[src/rtl/volatility_sched.sv]
// Round-robin scheduler sharing one volatility_mem datapath between NUM_STOCKS requesters.
// Owns per-stock circular-buffer write pointers, warm flags and the reciprocal config register.
module volatility_sched #(
    parameter int FP_WORD_SIZE = 64,
    parameter int DATA_WIDTH   = 32,
    parameter int BUFFER_SIZE  = 32,
    parameter int NUM_STOCKS   = 4
) (
    input  logic                                     i_clk,
    input  logic                                     i_reset_n,
    input  logic [NUM_STOCKS-1:0]                    i_req_valid,
    input  logic [NUM_STOCKS*DATA_WIDTH-1:0]         i_req_ask,
    input  logic [NUM_STOCKS*DATA_WIDTH-1:0]         i_req_bid,
    output logic [NUM_STOCKS-1:0]                    o_req_ready,
    input  logic                                     i_cfg_recip_wr,
    input  logic [FP_WORD_SIZE-1:0]                  i_cfg_recip,
    output logic                                     o_dp_valid,
    output logic [$clog2(NUM_STOCKS*BUFFER_SIZE)-1:0] o_dp_write_address,
    output logic [$clog2(NUM_STOCKS)-1:0]            o_dp_stock_id,
    output logic [DATA_WIDTH-1:0]                    o_dp_best_ask,
    output logic [DATA_WIDTH-1:0]                    o_dp_best_bid,
    output logic [FP_WORD_SIZE-1:0]                  o_dp_recip,
    input  logic [FP_WORD_SIZE-1:0]                  i_dp_volatility,
    input  logic [DATA_WIDTH-1:0]                    i_dp_curr_price,
    input  logic                                     i_dp_buffer_full,
    input  logic                                     i_dp_data_valid,
    output logic                                     o_res_valid,
    input  logic                                     i_res_ready,
    output logic [$clog2(NUM_STOCKS)-1:0]            o_res_stock_id,
    output logic [FP_WORD_SIZE-1:0]                  o_res_volatility,
    output logic [DATA_WIDTH-1:0]                    o_res_price,
    output logic                                     o_res_warm,
    output logic                                     o_protocol_err
);
    localparam int SW = $clog2(NUM_STOCKS);
    localparam int PW = $clog2(BUFFER_SIZE);
    localparam logic [FP_WORD_SIZE-1:0] RECIP_RST = FP_WORD_SIZE'((64'd1 << 32) / 64'(BUFFER_SIZE));

    typedef enum logic [1:0] {IDLE, ISSUE, CAPTURE, OUTPUT} state_t;

    state_t                    r_state;
    logic [SW-1:0]             r_rr_ptr;
    logic [PW-1:0]             r_wr_ptr [NUM_STOCKS];
    logic [NUM_STOCKS-1:0]     r_warm;
    logic [SW-1:0]             r_stock;
    logic [DATA_WIDTH-1:0]     r_ask;
    logic [DATA_WIDTH-1:0]     r_bid;
    logic [SW+PW-1:0]          r_addr;
    logic                      r_dp_valid;
    logic [FP_WORD_SIZE-1:0]   r_recip;
    logic                      r_res_valid;
    logic [SW-1:0]             r_res_stock;
    logic [FP_WORD_SIZE-1:0]   r_res_vol;
    logic [DATA_WIDTH-1:0]     r_res_price;
    logic                      r_res_warm;
    logic                      r_err;

    logic [NUM_STOCKS-1:0]     w_grant;
    logic [SW-1:0]             w_grant_id;
    logic [SW-1:0]             w_idx;
    logic                      w_any;

    // First valid requester at or after r_rr_ptr, wrapping modulo NUM_STOCKS.
    always_comb begin
        w_grant    = '0;
        w_grant_id = '0;
        w_idx      = '0;
        w_any      = 1'b0;
        for (int unsigned i = 0; i < NUM_STOCKS; i++) begin
            w_idx = r_rr_ptr + SW'(i);
            if (!w_any && i_req_valid[w_idx]) begin
                w_any      = 1'b1;
                w_grant_id = w_idx;
            end
        end
        w_grant[w_grant_id] = w_any;
    end

    assign o_req_ready        = (i_reset_n && r_state == IDLE) ? w_grant : '0;
    assign o_dp_valid         = r_dp_valid;
    assign o_dp_write_address = r_addr;
    assign o_dp_stock_id      = r_stock;
    assign o_dp_best_ask      = r_ask;
    assign o_dp_best_bid      = r_bid;
    assign o_dp_recip         = r_recip;
    assign o_res_valid        = r_res_valid;
    assign o_res_stock_id     = r_res_stock;
    assign o_res_volatility   = r_res_vol;
    assign o_res_price        = r_res_price;
    assign o_res_warm         = r_res_warm;
    assign o_protocol_err     = r_err;

    always_ff @(posedge i_clk) begin
        if (!i_reset_n) begin
            r_state     <= IDLE;
            r_rr_ptr    <= '0;
            r_warm      <= '0;
            r_stock     <= '0;
            r_ask       <= '0;
            r_bid       <= '0;
            r_addr      <= '0;
            r_dp_valid  <= 1'b0;
            r_recip     <= RECIP_RST;
            r_res_valid <= 1'b0;
            r_res_stock <= '0;
            r_res_vol   <= '0;
            r_res_price <= '0;
            r_res_warm  <= 1'b0;
            r_err       <= 1'b0;
            for (int unsigned i = 0; i < NUM_STOCKS; i++) r_wr_ptr[i] <= '0;
        end else begin
            case (r_state)
                IDLE: begin
                    if (i_cfg_recip_wr) r_recip <= i_cfg_recip;
                    if (w_any) begin
                        r_stock    <= w_grant_id;
                        r_ask      <= i_req_ask[w_grant_id*DATA_WIDTH +: DATA_WIDTH];
                        r_bid      <= i_req_bid[w_grant_id*DATA_WIDTH +: DATA_WIDTH];
                        // Address is registered here so it is valid throughout ISSUE.
                        r_addr     <= {w_grant_id, r_wr_ptr[w_grant_id]};
                        r_rr_ptr   <= w_grant_id + SW'(1);
                        r_dp_valid <= 1'b1;
                        r_state    <= ISSUE;
                    end
                end
                ISSUE: begin
                    r_dp_valid        <= 1'b0;
                    r_wr_ptr[r_stock] <= r_wr_ptr[r_stock] + PW'(1);
                    if (r_wr_ptr[r_stock] == '1) r_warm[r_stock] <= 1'b1;
                    r_state <= CAPTURE;
                end
                CAPTURE: begin
                    if (i_dp_data_valid) begin
                        r_res_vol   <= i_dp_volatility;
                        r_res_price <= i_dp_curr_price;
                        r_res_warm  <= r_warm[r_stock] | i_dp_buffer_full;
                        r_res_stock <= r_stock;
                        r_res_valid <= 1'b1;
                        r_state     <= OUTPUT;
                    end else begin
                        r_err   <= 1'b1;
                        r_state <= IDLE;
                    end
                end
                OUTPUT: begin
                    if (i_res_ready) begin
                        r_res_valid <= 1'b0;
                        r_state     <= IDLE;
                    end
                end
                default: r_state <= IDLE;
            endcase
        end
    end
endmodule

[config.mk]
export PLATFORM = sky130hd
export DESIGN_NAME = volatility_sched
export DESIGN_NICKNAME = d
export VERILOG_FILES = /design/src/rtl/volatility_sched.sv
export SDC_FILE = /design/constraint.sdc
export NUM_CORES = 1
export LEC_CHECK = 0
export ABC_AREA = 1
export BUFFER_PORTS_ARGS = -buffer_cell sky130_fd_sc_hd__buf_4
export CAP_MARGIN = 25
export CORE_AREA = 10 10 252 254
export CTS_CLUSTER_DIAMETER = 60
export DETAILED_ROUTE_END_ITERATION = 8
export DIE_AREA = 0 0 262 264
export GPL_ROUTABILITY_DRIVEN = 1
export HOLD_SLACK_MARGIN = 0.1
export PLACE_DENSITY_LB_ADDON = 0.3
export SLEW_MARGIN = 15
export SYNTH_ARGS = -nofsm -noshare
export SYNTH_HDL_FRONTEND = slang
export SYNTH_SLANG_ARGS = --single-unit
[constraint.sdc]
create_clock -name i_clk -period 1.9 [get_ports i_clk]
set_input_delay 0.095 -clock i_clk [delete_from_list [all_inputs] [get_ports i_clk]]
set_output_delay 0.095 -clock i_clk [all_outputs]
set_load 0.005 [all_outputs]
## Word-level counts from Yosys, hierarchy flattened

Memory sizes are Yosys's and may differ from the RTL's. A register that Yosys moved wholly into a read port is not among the register bits.
Index checks and enable logic that the tools add are counted.

| storage, ports and cells | value |
|---|---|
| flip-flop bits (word level) | 247 |
| bits in writable memories | 20 |
| bits of input ports | 426 |
| output and inout bits | 243 |
| word-level logic and storage cells | 105 |
| memories | 1 |

| operators by class | value |
|---|---|
| $add $sub $neg | 5 |
| $lt $le $gt $ge | 8 |
| equal/unequal tests | 7 |
| shift-type cells | 2 |
| mux-type cells | 41 |
| bitwise logic cells | 4 |
| reductions and logical operators | 22 |

Memory list:

| name | depth | width | rd ports | clocked after Yosys merged registers in | wr ports | line | RTL |
|---|---|---|---|---|---|---|---|
| r_wr_ptr | 4 | 5 | 2 | 2 | 4 | 43 | `logic [PW-1:0] r_wr_ptr [NUM_STOCKS];` |

Operators with widths:

| operator | count |
|---|---|
| $shiftx 128x8->32 | 2 |
| $mux 2 | 10 |
| $mux 1 | 19 |
| $lt 2x3->1 const B | 6 |
| $reduce_and 2->1 | 7 |
| $bmux 1 s2 | 5 |
| $pmux 2 s4 | 1 |
| $logic_and 1x1->1 | 6 |
| $ne 2x2->1 const B | 3 |
| $add 5x1->5 const B | 1 |
| $eq 5x5->1 const B | 1 |
| $mux 5 | 1 |
| $reduce_or 5->1 | 1 |
| $add 2x1->2 const B | 2 |
| $add 2x2->2 const B | 2 |
| $and 4x4->4 | 1 |
| $demux 1 s2 | 2 |
| $eq 2x2->1 const B | 2 |
| $ge 2x1->1 const B | 2 |
| $logic_not 1->1 | 4 |
| $mux 4 | 1 |
| $or 4x4->4 | 1 |
| $pmux 1 s2 | 2 |
| $reduce_bool 2->1 | 2 |
| 5 further kinds | 5 |

## Logic depth before layout (Yosys ltp)

Gate-level depths: netlist (run 1).

| logic depth | value |
|---|---|
| depth after elaboration | 18 |
| mapped depth | 17 |

## Worst setup path before layout (run 1)

Ideal clock, no wire load.

| timing | value |
|---|---|
| path kind | reg2reg |
| from | register with a tool-made name |
| to | memory r_wr_ptr[2][4] in the netlist's numbering, data pin |
| arrival | 1719 ps |
| setup slack | -76 ps |
| stages on the path, launching flop included | 10 |
| buffers on the path | 1 |
| cells stage by stage | dfxtp_1 -> clkbuf_1 -> o21ai_0 -> o22ai_1 -> ha_1 -> nand2_1 -> nor2_1 -> ha_1 -> nand2_1 -> nor2_1 |

RTL lines:

| item | line |
|---|---|
| end: declaration | 43 |

## Final worst setup path (run 1)

| timing | value |
|---|---|
| from | register r_rr_ptr[0] |
| to | output o_req_ready[0] |

| on the way | value |
|---|---|
| longest elaborated chain between the ends | 18 |
| elaborated cells on any way between the ends | 32 |
| classes of those cells | add/sub: 3; order compare: 2; mux: 19; bitwise: 1; reduce/logical: 7 |

RTL lines:

| item | line | RTL |
|---|---|---|
| start: declaration | 42 | `logic [SW-1:0] r_rr_ptr;` |
| start signal: assignment | 121 | `r_rr_ptr <= w_grant_id + SW'(1);` |
| branches (longest 16 deep; another with $lt 2x3->1) | - |  |
| $and 4x4->4 (no line) * | - |  |
| $mux 4 * | 79 | `assign o_req_ready = (i_reset_n && r_state == IDLE) ? w_grant : '0;` |
| end: declaration | 14 | `output logic [NUM_STOCKS-1:0] o_req_ready,` |

Mark *: on every way between the ends. The select of a mux whose other input is x is not followed.

==> results.ini, run 1 <==
[power_and_ir_drop]
total_power_mw = 38.81
p_per_area_mw_per_mm2 = 1504
leakagePower_nw = 12.03
ir_drop_uv = 1399

[routing]
wire_per_inst_um = 18.37
first_pass_iters = 6
viasPerCell = 4.559
wl_um = 69420
drtAntennaViolNets = 0
num_vias = 17230
drt_first_iter_violations = 1249
route.detailed.drc = 0

[critical_path]
reg2reg_setup_slack_ns = -0.39
r2r_end = o_dp_best_ask[7]$_SDFFE_PN0P_
worstSetupStartpointType = flip-flop
cp.required_ns = 1.80
crit_chain = buf_6 -> nand2_4 -> nand2_4 -> nand2_2 -> nand2_2 -> nor2_1 -> nor2_1 -> nand2_2 -> nand2_4 -> buf_12 -> inv_16 -> nor3_4 -> buf_6 -> buf_6
cp_slowest_cell = dfxtp_4
reg2reg_depth = 18
slowest_delay_ns = 0.39
r2r_start = r_rr_ptr[0]$_SDFFE_PN0P_
path_class = flip-flop to output port
crit_arrival_ns = 2.27
cp-startpoint = r_rr_ptr[0]$_SDFFE_PN0P_
crit_fanout = 5
worst_setup_path_end_kind = output port

[logic_synthesis]
yosysSeqAreaShare_pct = 45.49
ys_ff_latch = 267
syn_nets = 2249
synth_area_mm2 = 0.01219
ys_warn_count = 0
syn_inst = 1821
synth_cell_types = 32
syn-mean-instance-area_um2 = 6.694

[worst_hold_path]
hold_end = o_dp_recip[1]$_SDFFE_PN0P_
min_path_cells = 5
hp-start = i_cfg_recip_wr
hp-class = input port to flip-flop

[placement]
dpl.hpwl_um = 46880
place_inst = 3228
gp_congestion = 0.9536
placed_area_mm2 = 0.01866
pre_cts_ws_ns = -0.2086
io_buffers = 668

[grt]
grt_overflow = 0
antenna_found_initial = 16
grt_max_degree = 135
grt_first_pass_wirelength_um = 100200
grtUsageTotal_pct = 18.13
grt_pass1_vias = 17490

[floorplanning]
core_mm2 = 0.05846
die_w_um = 262
dieHeight_um = 264
io_pins = 669
rows = 89
die-area_mm2 = 0.06917
start_util_pct = 20.85

[timing]
hold_viol = 0
relSlewSlack_pct = 54.24
rsz0062_at_grt = yes
fin_ws_ns = -0.4681
worstMarginPinSlew_ns = 0.6864
skew_ns = 0.01183
holdWs_ns = 0.2114
fin_crit_sh_pct = 124.6
finalSetupTns_ns = -15.50
timing.fmax_mhz = 422.3
period_minus_slack_ns = 2.368
finalSetupViolCount = 78
drv_slew = 0

[cells_and_area]
fill_cells = 5537
drive_gt1_share_pct = 35.20
nNetsFinal = 3392
area_growth_pct = 111.7
finalNonFillerCells = 3779
final_util_pct = 44.13
fin_area_mm2 = 0.02580

[clocking]
cts.sink_count = 267
cts_tree = yes
clk_pin_slew_worst_paths_ns = 0.05
htreeDepth = 2
clockBufferDepth = 3
insertion_delay_ns = 0.54
root_buffer = clkbuf_16
cts_buffers = 38

[run_status]
status = finished, violations left
violations = negative setup slack

[job]
cap_violations = 0

-- synth_stat cells --
cell type	number	area share (%)
a31oi_1	1	0.051
nand4_1	1	0.051
edfxtp_1	20	4.9
nand3_4	1	0.14
nor3_1	3	0.12
buf_1	15	0.46
nand2_2	2	0.10
o21ai_1	7	0.29
nand2_1	573	18
clkbuf_1	69	2.1
a32o_1	2	0.16
buf_6	3	0.28
buf_2	30	1.2
inv_4	1	0.051
nor2_2	1	0.051
inv_2	5	0.15
nand2_4	1	0.092
clkinv_1	1	0.031
dfxtp_1	247	41
o21ai_0	111	4.6
o22ai_1	3	0.15
xor2_1	1	0.072
o221ai_1	2	0.14
inv_1	57	1.8
nor2_1	300	9.2
nand3_1	231	9.5
nand3b_1	2	0.12
buf_4	14	0.86
ha_1	2	0.21
nand3_2	1	0.082
nor2_4	2	0.18
a21oi_1	112	4.6
-- sequential cells by signal, indices dropped and copies added, names as in the netlist, named ones only --
name	count
o_dp_best_ask	32
o_dp_best_bid	32
o_dp_recip	64
o_dp_stock_id	2
o_dp_valid	1
o_dp_write_address	5
o_protocol_err	1
o_res_price	32
o_res_stock_id	2
o_res_valid	1
o_res_volatility	64
o_res_warm	1
r_rr_ptr	2
r_state	2
r_warm	4
r_wr_ptr	20
-- routing by layer --
metal,vias to the layer above,track usage [%],wire length (um),share of wire (%)
met5,-,0,0,0
met4,0,9.211,3825,5.5
met3,256,5.806,6387,9.2
met2,871,31.09,33720,49
li1,8174,-,-,-
met1,7926,19.68,25490,37
-- how the worst max path moves through the flow --
stage / to / slack [ns] / depth (start not counted)
detailed placement: o_dp_write_address[3]$_SDFFE_PN0P_ / -0.21 / 15
global route: o_req_ready[0] / -0.60 / 14
floorplan: r_wr_ptr[2][4]$_SDFFCE_PN0P_ / 0.01 / 9
CTS: o_req_ready[0] / -0.45 / 14
global placement: o_dp_best_bid[14]$_SDFFE_PN0P_ / -0.18 / 15
finish: o_req_ready[0] / -0.47 / 14
-- final cells by class --
cell class              instances  area (um^2)  area share, %
well taps                     773        967.2          3.749
inverters                      64        279.0          1.081
clock buffers                  51         1061          4.112
multi-input cells            1359         6594          25.56
clock inverters                14        151.4         0.5868
flip-flops and latches        267         5558          21.54
diodes                         17        42.54         0.1649
repair buffers               1234        11150          43.21
-- critical path: cells and delay by family, from the launching register on --
family / cells / cell delay [ns]
AND/OR/NAND/NOR: 9 / 0.83
buffers and inverters: 5 / 0.50
flip-flops: 1 / 0.39
-- repair_timing --
item | 4_1_cts | 5_1_grt
setup buffers | 25 | 13
endpoints found under the hold margin | 230 | 0
pin swaps | 24 | 76
gates resized for setup | 93 | 169
endpoints found under the setup margin | 87 | 111
cloned | 4 | 12
hold buffers | 421 | 0
-- cell families (layout without fill, tap and decap cells) --
family	Yosys count	in the layout	share of synthesized area [%]
AO/OA/AOI/OAI	238	238	9.957
XOR/XNOR	1	1	0.07187
adder cells (fa/ha/maj)	2	2	0.2053
buffers and inverters	195	1363	6.949
flip-flops	267	267	45.49
other	0	17	0
AND/OR/NAND/NOR	1118	1118	37.32
-- power breakdown --
part           switching (mW)  internal (mW)
clock network            2.69           4.20
logic                    12.7           11.4
registers               0.795           7.01
-- placed cells by master (no fill, tap or decap), types with 49 or more instances in the layout --
master,Yosys,layout
buf_4,14,736
nand2_1,573,529
dlygate4sd3_1,0,421
nor2_1,300,284
dfxtp_1,247,243
nand3_1,231,151
a21oi_1,112,107
o21ai_0,111,104
nand3_2,1,67
inv_1,57,51
clkbuf_16,0,49
No activity file was read; power rests on OpenSTA's default activity.
==> run 2: changes to the inputs <==
--- a/config.mk
+++ b/config.mk
@@ -15,6 +15,8 @@
 export GPL_ROUTABILITY_DRIVEN = 1
 export HOLD_SLACK_MARGIN = 0.1
 export PLACE_DENSITY_LB_ADDON = 0.3
+export RECOVER_POWER = 50
+export SETUP_SLACK_MARGIN = 0.4
 export SLEW_MARGIN = 15
 export SYNTH_ARGS = -nofsm -noshare
 export SYNTH_HDL_FRONTEND = slang
==> results.ini, run 2 (same netlist as run 1, synthesis figures left out) <==
[job]
cap_violations = 0

[critical_path]
cp-startpoint = r_rr_ptr[0]$_SDFFE_PN0P_
crit_chain = buf_6 -> nand2_2 -> nand2_1 -> nand2_2 -> nand2_4 -> nor2_4 -> nand3_2 -> nand3_4 -> buf_12 -> buf_12 -> buf_8 -> nor3_4 -> buf_6
r2r_end = o_dp_best_bid[4]$_SDFFE_PN0P_
worstSetupStartpointType = flip-flop
cp_slowest_cell = dfxtp_4
worst_setup_path_end_kind = output port
reg2reg_setup_slack_ns = -0.41
path_class = flip-flop to output port
crit_arrival_ns = 2.28
reg2reg_depth = 18
slowest_delay_ns = 0.43
cp.required_ns = 1.80
r2r_start = r_rr_ptr[0]$_SDFFE_PN0P_
crit_fanout = 7

[grt]
grt_pass1_vias = 17240
grt_max_degree = 135
grtUsageTotal_pct = 17.84
grt_first_pass_wirelength_um = 98360
antenna_found_initial = 13
grt_overflow = 0

[clocking]
htreeDepth = 2
clk_pin_slew_worst_paths_ns = 0.05
cts_tree = yes
cts.sink_count = 267
clockBufferDepth = 3
cts_buffers = 37
root_buffer = clkbuf_16
insertion_delay_ns = 0.53

[worst_hold_path]
hp-start = i_cfg_recip[27]
min_path_cells = 4
hp-class = input port to flip-flop
hold_end = o_dp_recip[27]$_SDFFE_PN1P_

[power_and_ir_drop]
ir_drop_uv = 1434
p_per_area_mw_per_mm2 = 1493
leakagePower_nw = 10.97

[run_status]
violations = negative setup slack
status = finished, violations left

[placement]
dpl.hpwl_um = 43990
pre_cts_ws_ns = -0.4204
io_buffers = 668
gp_congestion = 0.9218

[cells_and_area]
layout_commonest_cell = nand2_1
final_cell_mix = 538 x nand2_1, 487 x buf_4, 421 x dlygate4sd3_1
drive_gt1_share_pct = 25.75
area_growth_pct = 99.74
nNetsFinal = 3355
final_util_pct = 41.65

[routing]
drtAntennaViolNets = 0
viasPerCell = 4.530
wire_per_inst_um = 18.11
drt_first_iter_violations = 1424
route.detailed.drc = 0
wl_um = 67690
first_pass_iters = 6
num_vias = 16930

[timing]
period_minus_slack_ns = 2.370
drv_slew = 0
relSlewSlack_pct = 45.39
skew_ns = 0.02211
finalSetupViolCount = 78
finalSetupTns_ns = -23.13
worstMarginPinSlew_ns = 0.8191
rsz0062_at_grt = yes
fin_ws_ns = -0.4701
fin_crit_sh_pct = 124.7
hold_viol = 0
timing.fmax_mhz = 421.9

[floorplanning]
rows = 89
start_util_pct = 20.85
io_pins = 669
die_w_um = 262
die-area_mm2 = 0.06917
core_mm2 = 0.05846
dieHeight_um = 264

run 2: critical path: cells and delay by family (launching register included):
kind	cells	cell delay [ns]
AND/OR/NAND/NOR	8	0.66
buffers and inverters	5	0.64
flip-flops	1	0.43
run 2: layer usage:
metal / GRT usage, % / routed length (um) / vias up
li1: - / - / 8089
met1: 19.16 / 24100 / 7726
met2: 30.50 / 33230 / 846
met3: 5.577 / 6321 / 267
met4: 10.07 / 4020 / 4
met5: 0 / 23 / -
run 2: through the flow:
| stage | hold WS, ns | cells | power (mW) | instance area (um^2) |
|---|---|---|---|---|
| floorplan | 0.2082 | 1821 | 17.64 | 12280 |
| global placement | 0.2978 | 3199 | 24.46 | 18410 |
| detailed placement | 0.2996 | 3199 | 24.69 | 18410 |
| CTS | 0.2571 | 3707 | 34.25 | 24310 |
| global route | 0.3282 | 3737 | 38.95 | 24340 |
| finish | 0.3429 | 3738 | 36.35 | 24350 |
run 2: area by class of cell:
cell class | instances | area [um^2]
Inverter | 64 | 281.5
Clock buffer | 53 | 1087
Multi-Input combinational cell | 1360 | 6125
Sequential cell | 267 | 5555
Antenna cell | 10 | 25.02
Timing Repair Buffer | 1197 | 10160
Clock inverter | 14 | 145.1
Tap cell | 773 | 967.2
Fill cell | 5770 | 34120
run 2: worst max-delay path by stage:
stage                                               to  slack [ns]
detailed placement      o_dp_best_ask[27]$_SDFFE_PN0P_       -0.42
finish                                  o_req_ready[1]       -0.47
CTS                                     o_req_ready[0]       -0.47
floorplan           o_dp_write_address[4]$_SDFFE_PN0P_        0.13
global placement        o_dp_best_ask[28]$_SDFFE_PN0P_       -0.27
global route                            o_req_ready[2]       -0.59
run 2: report_power, final:
group,total (mW),switching (mW),internal [mW]
registers,7.72,0.722,7.00
clock network,6.92,2.65,4.27
logic,21.7,12.1,9.60
total,36.3,15.5,20.9
run 2: timing repair:
item                                   CTS  global route
gates resized for setup                 72            67
cloned                                   3            13
buffers inserted                        17             8
pin swaps                               33            30
endpoints found under the hold margin  231             0
setup endpoints to repair              119           202
hold buffers                           421             0
==> run 3: changes to the inputs <==
--- a/config.mk
+++ b/config.mk
@@ -14,7 +14,7 @@
 export DIE_AREA = 0 0 262 264
 export GPL_ROUTABILITY_DRIVEN = 1
 export HOLD_SLACK_MARGIN = 0.1
-export PLACE_DENSITY_LB_ADDON = 0.3
+export PLACE_DENSITY = 0.43
 export RECOVER_POWER = 50
 export SETUP_SLACK_MARGIN = 0.4
 export SLEW_MARGIN = 15
==> results.ini, run 3 (same netlist as run 1, synthesis figures left out) <==
[run_status]
status = finished, violations left
violations = negative setup slack

[floorplanning]
core_mm2 = 0.05846
die-area_mm2 = 0.06917
die_w_um = 262
rows = 89
io_pins = 669
start_util_pct = 20.85
dieHeight_um = 264

[timing]
fin_crit_sh_pct = 122.9
fin_ws_ns = -0.4353
rsz0062_at_grt = yes
timing.fmax_mhz = 428.2
skew_ns = 0.02164
period_minus_slack_ns = 2.335
drv_slew = 0
worstMarginPinSlew_ns = 0.9999
finalSetupTns_ns = -19.89
finalSetupViolCount = 79
relSlewSlack_pct = 33.34
hold_viol = 0

[routing]
drt-met1-wl_um = 26190
met3_length_um = 5472
highest_layer = met5
drtAntennaViolNets = 0
wl_met2_um = 35060
wl_um = 69630
first_pass_iters = 7
viasPerCell = 4.418
drt_first_iter_violations = 929
route.detailed.drc = 0
num_vias = 16720
wire_per_inst_um = 18.41

[power_and_ir_drop]
leakagePower_nw = 11.47
total_power_mw = 39.59
ir_drop_uv = 908.1
p_per_area_mw_per_mm2 = 1551

[grt]
grt_pass1_vias = 17120
grt_max_degree = 117
grt_first_pass_wirelength_um = 100600
grtUsageTotal_pct = 18.42
grt_overflow = 0
antenna_found_initial = 10

[cells_and_area]
drive_gt1_share_pct = 32.41
fin_area_mm2 = 0.02553
nNetsFinal = 3400
fill_cells = 5842
multiInputGateArea_mm2 = 0.006770
area_growth_pct = 109.4
layout_commonest_cell = buf_4
finalNonFillerCells = 3783
regArea_mm2 = 0.005564
final_cell_mix = 511 x buf_4, 422 x dlygate4sd3_1, 421 x nand2_1

[critical_path]
path_class = flip-flop to output port
r2r_start = r_rr_ptr[0]$_SDFFE_PN0P_
cp.required_ns = 1.80
path_common_cell = nand2_2
crit_arrival_ns = 2.24
crit_chain = buf_6 -> nand2_2 -> nand2_2 -> nand2_2 -> buf_4 -> inv_1 -> nand3_2 -> nand3_4 -> inv_6 -> buf_12 -> buf_12 -> nor3_4 -> buf_4
worst_setup_path_end_kind = output port
cp_slowest_cell = dfxtp_4
crit_buf_inv = 7
crit_fanout = 8
r2r_end = o_dp_best_ask[1]$_SDFFE_PN0P_
crit_family = buffers and inverters
reg2reg_depth = 19
worstSetupStartpointType = flip-flop
slowest_delay_ns = 0.41
reg2reg_setup_slack_ns = -0.39

[worst_hold_path]
min_path_cells = 4
hold_end = o_res_warm$_SDFFE_PN0P_
hp-start = i_reset_n
hp-class = input port to flip-flop

[placement]
io_buffers = 668
pre_cts_ws_ns = -0.1997
dpl.hpwl_um = 46390
place_inst = 3223
gp_congestion = 0.8845
placed_area_mm2 = 0.01861

[clocking]
root_buffer = clkbuf_16
clk_pin_slew_worst_paths_ns = 0.06
cts_tree = yes
cts_buffers = 38
htreeDepth = 2
cts.sink_count = 267
clockBufferDepth = 3
insertion_delay_ns = 0.56

[job]
cap_violations = 0

-- run 3: layout make-up --
class | count | area share (%)
timing repair buffer | 1242 | 41.60
multi-input combinational | 1359 | 26.52
sequential | 267 | 21.80
clock buffer | 53 | 4.299
tap | 773 | 3.789
inverter | 64 | 1.157
clock inverter | 17 | 0.7548
antenna | 8 | 0.07842
-- run 3: how the worst max path moves through the flow --
stage,from,end,depth (start not counted)
6_report,r_rr_ptr[0]$_SDFFE_PN0P_,o_req_ready[3],13
5_1_grt,r_rr_ptr[0]$_SDFFE_PN0P_,o_req_ready[2],14
4_1_cts,r_rr_ptr[0]$_SDFFE_PN0P_,o_req_ready[0],14
3_5_place_dp,r_rr_ptr[0]$_SDFFE_PN0P_,o_dp_best_bid[8]$_SDFFE_PN0P_,15
3_3_place_gp,r_rr_ptr[0]$_SDFFE_PN0P_,o_dp_best_bid[8]$_SDFFE_PN0P_,17
2_1_floorplan,r_rr_ptr[0]$_SDFFE_PN0P_,o_dp_write_address[4]$_SDFFE_PN0P_,14
-- run 3: where the power goes --
group / switching (mW) / internal (mW) / total, mW
combinational: 13.2 / 11.3 / 24.5
clock: 2.83 / 4.47 / 7.30
sequential: 0.773 / 7.01 / 7.79
total: 16.8 / 22.8 / 39.6
-- run 3: layer usage --
layer / global-route usage [%] / up-vias
met5: 0 / -
met1: 20.15 / 7756
met4: 8.279 / 4
met2: 32.42 / 602
met3: 5.186 / 179
li1: - / 8174
-- run 3: worst min-delay path, cell delays in order --
cell and delay [ns]:
buf_4 0.12, buf_12 0.19, o221ai_1 0.12, inv_1 0.04
-- run 3: timing repair --
item | CTS | global route
setup endpoints to repair | 190 | 241
resized for setup | 131 | 237
pin swaps | 27 | 68
hold buffers | 422 | 0
hold endpoints to repair | 233 | 0
gates cloned | 9 | 11
setup buffers | 30 | 10
-- run 3: per-stage QoR --
| step | utilization [%] | hold WS (ns) |
|---|---|---|
| after global routing | 43.66 | 0.1285 |
| final | 43.66 | 0.08504 |
| after global placement | 31.83 | 0.3136 |
| after CTS | 42.85 | 0.1038 |
| after floorplan | - | 0.2082 |
| after detailed placement | 31.83 | 0.3211 |
